### src/rtl/dbg_pkg.sv
// Shared types and widths for the register-file debug dump path.
package dbg_pkg;

    localparam int BYTE_W    = 8;
    localparam int WORD_W    = 32;
    localparam int REG_IDX_W = 5;

    typedef enum logic [2:0] {
        IDLE,
        SELECT,
        CAPTURE,
        SEND,
        DONE
    } state_e;

    // Byte at position pos of a frame: optional index byte, then word MSB-first.
    function automatic logic [BYTE_W-1:0] frame_byte(
        input logic [WORD_W-1:0]    word,
        input logic [REG_IDX_W-1:0] idx,
        input logic [2:0]           pos,
        input bit                   send_index
    );
        logic [2:0]        wpos;
        logic [BYTE_W-1:0] b;
        wpos = send_index ? (pos - 3'd1) : pos;
        case (wpos)
            3'd0:    b = word[31:24];
            3'd1:    b = word[23:16];
            3'd2:    b = word[15:8];
            default: b = word[7:0];
        endcase
        if (send_index && (pos == 3'd0)) begin
            b = {3'b000, idx};
        end
        return b;
    endfunction

endpackage

### src/rtl/word_serializer.sv
// Emits one captured register word (plus optional index byte) MSB-first over valid/ready.
module word_serializer
    import dbg_pkg::*;
#(
    parameter int SEND_INDEX = 1
) (
    input  logic                 clk,
    input  logic                 rst,
    input  logic                 load_i,
    input  logic [WORD_W-1:0]    word_i,
    input  logic [REG_IDX_W-1:0] idx_i,
    input  logic                 stop_i,
    input  logic                 tx_ready_i,
    output logic [BYTE_W-1:0]    tx_data_o,
    output logic                 tx_valid_o,
    output logic                 accept_o,
    output logic                 last_o
);

    localparam bit         SEND_IDX_B = (SEND_INDEX != 0);
    localparam logic [2:0] LAST_POS   = SEND_IDX_B ? 3'd4 : 3'd3;

    logic [WORD_W-1:0]    word_q,  word_d;
    logic [REG_IDX_W-1:0] idx_q,   idx_d;
    logic [2:0]           cnt_q,   cnt_d;
    logic [BYTE_W-1:0]    data_q,  data_d;
    logic                 valid_q, valid_d;
    logic                 hs;

    assign hs = valid_q && tx_ready_i;

    always_comb begin
        word_d  = word_q;
        idx_d   = idx_q;
        cnt_d   = cnt_q;
        data_d  = data_q;
        valid_d = valid_q;
        if (load_i) begin
            word_d  = word_i;
            idx_d   = idx_i;
            cnt_d   = '0;
            valid_d = 1'b1;
            data_d  = frame_byte(word_i, idx_i, 3'd0, SEND_IDX_B);
        end else if (hs) begin
            // A pending stop ends the frame at this handshake; data is left as-is.
            if ((cnt_q == LAST_POS) || stop_i) begin
                valid_d = 1'b0;
            end else begin
                cnt_d  = cnt_q + 3'd1;
                data_d = frame_byte(word_q, idx_q, cnt_q + 3'd1, SEND_IDX_B);
            end
        end
    end

    always_ff @(posedge clk or posedge rst) begin
        if (rst) begin
            word_q  <= '0;
            idx_q   <= '0;
            cnt_q   <= '0;
            data_q  <= '0;
            valid_q <= 1'b0;
        end else begin
            word_q  <= word_d;
            idx_q   <= idx_d;
            cnt_q   <= cnt_d;
            data_q  <= data_d;
            valid_q <= valid_d;
        end
    end

    assign tx_data_o  = data_q;
    assign tx_valid_o = valid_q;
    assign accept_o   = hs;
    assign last_o     = hs && (cnt_q == LAST_POS);

endmodule

### src/rtl/rf_dump_reader.sv
// Debug dump master: walks the register file debug port and streams each register as bytes.
module rf_dump_reader
    import dbg_pkg::*;
#(
    parameter int FIRST_REG  = 0,
    parameter int LAST_REG   = 31,
    parameter int SEND_INDEX = 1
) (
    input  logic                 clk,
    input  logic                 rst,
    input  logic                 start,
    input  logic                 abort,
    output logic                 busy,
    output logic                 done,
    output logic                 cpu_hold,
    output logic [REG_IDX_W-1:0] reg_sel,
    input  logic [WORD_W-1:0]    reg_data,
    output logic [BYTE_W-1:0]    tx_data,
    output logic                 tx_valid,
    input  logic                 tx_ready
);

    localparam logic [REG_IDX_W-1:0] FIRST_IDX = REG_IDX_W'(FIRST_REG);
    localparam logic [REG_IDX_W-1:0] LAST_IDX  = REG_IDX_W'(LAST_REG);

    state_e               state_q, state_d;
    logic [REG_IDX_W-1:0] sel_q,   sel_d;
    logic                 pend_q,  pend_d;
    logic                 busy_q;
    logic                 done_q;
    logic                 load;
    logic                 stop;
    logic                 ser_accept;
    logic                 ser_last;

    always_comb begin
        state_d = state_q;
        sel_d   = sel_q;
        pend_d  = pend_q;
        load    = 1'b0;
        stop    = 1'b0;
        unique case (state_q)
            IDLE: begin
                pend_d = 1'b0;
                if (start) begin
                    sel_d   = FIRST_IDX;
                    state_d = SELECT;
                end
            end
            SELECT: state_d = abort ? IDLE : CAPTURE;
            CAPTURE: begin
                if (abort) begin
                    state_d = IDLE;
                end else begin
                    load    = 1'b1;
                    state_d = SEND;
                end
            end
            SEND: begin
                // Abort is remembered until the byte on the wire has been taken.
                stop = abort || pend_q;
                if (abort) begin
                    pend_d = 1'b1;
                end
                if (ser_accept && stop) begin
                    pend_d  = 1'b0;
                    state_d = IDLE;
                end else if (ser_last) begin
                    if (sel_q == LAST_IDX) begin
                        state_d = DONE;
                    end else begin
                        sel_d   = sel_q + 1'b1;
                        state_d = SELECT;
                    end
                end
            end
            DONE:    state_d = IDLE;
            default: state_d = IDLE;
        endcase
    end

    always_ff @(posedge clk or posedge rst) begin
        if (rst) begin
            state_q <= IDLE;
            sel_q   <= FIRST_IDX;
            pend_q  <= 1'b0;
            busy_q  <= 1'b0;
            done_q  <= 1'b0;
        end else begin
            state_q <= state_d;
            sel_q   <= sel_d;
            pend_q  <= pend_d;
            busy_q  <= (state_d != IDLE);
            done_q  <= (state_d == DONE);
        end
    end

    word_serializer #(
        .SEND_INDEX(SEND_INDEX)
    ) u_ser (
        .clk        (clk),
        .rst        (rst),
        .load_i     (load),
        .word_i     (reg_data),
        .idx_i      (sel_q),
        .stop_i     (stop),
        .tx_ready_i (tx_ready),
        .tx_data_o  (tx_data),
        .tx_valid_o (tx_valid),
        .accept_o   (ser_accept),
        .last_o     (ser_last)
    );

    assign busy     = busy_q;
    assign cpu_hold = busy_q;
    assign done     = done_q;
    assign reg_sel  = sel_q;

endmodule

### config.mk
export PLATFORM = sky130hd
export DESIGN_NAME = rf_dump_reader
export DESIGN_NICKNAME = d
export VERILOG_FILES = /design/src/rtl/dbg_pkg.sv /design/src/rtl/word_serializer.sv /design/src/rtl/rf_dump_reader.sv
export SDC_FILE = /design/constraint.sdc
export NUM_CORES = 1
export LEC_CHECK = 0
export ABC_AREA = 0
export BUFFER_PORTS_ARGS = -buffer_cell sky130_fd_sc_hd__buf_2
export CAP_MARGIN = 15
export CORE_MARGIN = 4
export CORE_UTILIZATION = 45
export CTS_BUF_LIST = sky130_fd_sc_hd__clkbuf_4
export DETAILED_ROUTE_END_ITERATION = 16
export PLACE_DENSITY = 0.67
export SYNTH_ARGS = -nofsm -noshare
export SYNTH_HDL_FRONTEND = slang
export SYNTH_SLANG_ARGS = --single-unit
### constraint.sdc
create_clock -name clk -period 2.7 [get_ports clk]
set_input_delay 0.675 -clock clk [delete_from_list [all_inputs] [get_ports clk]]
set_output_delay 0.675 -clock clk [all_outputs]
set_load 0.1 [all_outputs]
==> metrics.yaml <==
path_common_cell: "ha_1"
gp_congestion: 0.774
coreArea_mm2: 0.00606
tritoncts: "done"
holdWs_ps: 337
io_pins: 54
num_vias: 2356
hold_violations: 0
synthTopCellsByArea: "dfrtp_1, nand2_1, ha_1"
hold_buffers: 0
routed_wl_um: 6490
dr.pass1.iters: 5
drt_iter0_drc: 153
grt_pass1_vias: 2292
status: "finished, final reports clean"
max_slew_margin: 0.570
max-vdd-ir-drop_uv: 713
setup_viol: 0
power.density_mw_per_mm2: 1220
drc_errors: 0
n_antenna_cell: 0
synthArstFlopShare: 1.00
syn_inst: 321
insertion_delay_ps: 400
yosys-top-cells-count: "nand2_1, dfrtp_1, clkbuf_1"
synth-simple-area-share: 0.256
htree_levels: 3
placed_area_mm2: 0.00321
synth_fa_ha_area_frac: 0.0390
dp_cells: 436
arrival_ps: 2840
grt_antenna_before_repair: 0
path_cells: "ha_1, ha_1, inv_1, ha_1, inv_1, or4_1, or2_2, a31oi_1"
slowest_stage: "or4_1"
synth_area_per_cell_um2: 8.98
synth_warnings: 0
tns_ps: 0
die_w_um: 88.1
synth_compound_area_frac: 0.136
slowest_delay_ps: 540
synth_ff_type: "dfrtp_1"
routedWlPerCell_um: 14.4
cts_buffers: 9
postRouteAntennaNets: 0
period_share: 0.935
fin_crit_ps: 2530
start_util: 0.476
clock-sinks: 60
core.rowCount: 28
synth_top_family_by_area: "simple AND/OR/NAND/NOR gates"
dp_hpwl_um: 4680
avgViaCountPerCell: 5.21
synth_edf_count: 0
path_class: "reg -> reg"
maxCapViolCount: 0
post_route_cells_drive_above_1_share: 0.220
post-synth-top-count-cell: "nand2_1"
die_area_mm2: 0.00775
grt_pass1_wl_um: 11000
cp_max_fo: 6
instances_no_fill: 452
muxShareOfSynthArea: 0
fin_worst_skew_ps: 13.9
cts_resized: 0
root_buffer: "clkbuf_4"
hp-class: "in -> async"
ys_seq_area_frac: 0.521
synth_nets: 367
synth_area_mm2: 0.00288
clk_pin_slew_ps: 110
synth-xor-area-share: 0.00607
yosysTopAreaCell: "dfrtp_1"
slew_viol_final: 0
grt_overflow: 0
nets: 418
yosys.area.top_type_share: 0.521
grt_setup_unrepaired: "no"
synth_seq_cells: 60
portBuffers: 53
postCtsSetupBuffers: 0
die_y_um: 88.1
fin_area_mm2: 0.00335
clock_tree.buffer_depth: 2
syn_to_final_growth_pct: 16.3
worst_setup_path_end_kind: "register"
gr-usage-all-layers: 0.187
leakage_nw: 1.74
crit_required_ps: 3020
max_freq_mhz: 396
synth_cell_types: 43
start_kind: "register"
tightest_slew_ps: 639
grt_max_degree: 31
[logic make-up (layout without fill, tap and decap cells)]
| kind of cell | count (synthesis) | count (layout) |
|---|---|---|
| compound gates | 55 | 55 |
| xor+xnor | 2 | 2 |
| fa+ha+maj | 9 | 9 |
| buf+inv | 28 | 84 |
| flops | 60 | 60 |
| simple gates | 167 | 167 |
[power breakdown]
group / leakage (nW) / internal (mW) / switching, mW
Clock: 0.0725 / 0.286 / 0.348
Sequential: 0.770 / 1.24 / 0.248
Combinational: 0.901 / 0.596 / 1.38
[registers in the layout, summed over array words and instances, names as in the netlist]
name and cells:
u_ser.cnt_q 3, u_ser.word_q 32, busy 1, state_q 3, done 1, u_ser.idx_q 5, u_ser.tx_data_o 8, u_ser.tx_valid_o 1
pend_q 1, reg_sel 5
[final cells by class]
class	instances	area (µm²)
Timing Repair Buffer	60	318
Multi-Input combinational cell	233	1270
Inverter	8	30.0
Fill cell	585	2710
Clock inverter	7	76.3
Sequential cell	60	1500
Clock buffer	9	67.6
Tap cell	75	93.8
[critical path: cells and delay by family (launching register included)]
family	cells	cell delay (ps)
AOI/OAI and AO/OA	1	150
DFF	1	430
and+or+nand+nor	2	840
buffers and inverters	2	160
adders and majority gates	3	870
[placed cells by master, fill, tap and decap left out, drive strengths merged, types with 3 or more instances in the layout]
cell	n
ha	9
or4	3
nand2	128
or3	4
buf	60
a31oi	3
dfrtp	60
nor3	3
a2bb2oi	3
o31ai	6
nand3	5
o211ai	4
a222oi	7
inv	9
a21oi	12
nand2b	3
o21ai	7
nor2	6
clkinv	3
clkbuf	9
[metrics by stage]
stage          power (mW)  setup WS (ps)  utilization
2_1_floorplan        3.06            193            -
3_3_place_gp         3.45            258        0.530
3_5_place_dp         3.48            212        0.530
4_1_cts              4.12            183        0.553
5_1_grt              4.39           52.1        0.553
6_report             4.10            175        0.553
[path summary, 6_finish.rpt]
kind                                       startpoint                        endpoint  slack [ps]  cells past startpoint
min in group clk                         reg_data[21]    u_ser.word_q[21]$_DFFE_PP0P_         450                      3
max in group asynchronous                         rst    u_ser.word_q[19]$_DFFE_PP0P_        1690                      3
hold / removal                                    rst    u_ser.word_q[10]$_DFFE_PP0P_         340                      2
setup reg to reg           u_ser.cnt_q[0]$_DFFE_PP0P_  u_ser.tx_data_o[2]$_DFFE_PP0P_         170                      8
setup / recovery           u_ser.cnt_q[0]$_DFFE_PP0P_  u_ser.tx_data_o[2]$_DFFE_PP0P_         170                      8
hold reg to reg            u_ser.idx_q[0]$_DFFE_PP0P_      u_ser.idx_q[0]$_DFFE_PP0P_         480                      2
[layer usage]
layer | global-route usage | vias up | part of all wire
met5 | 0 | - | 0
met4 | 0.0659 | 0 | 0.012
met3 | 0.0423 | 6 | 0.045
met2 | 0.289 | 53 | 0.47
met1 | 0.259 | 1099 | 0.48
li1 | - | 1198 | -
Note: power is estimated with default switching activity, not from simulation.
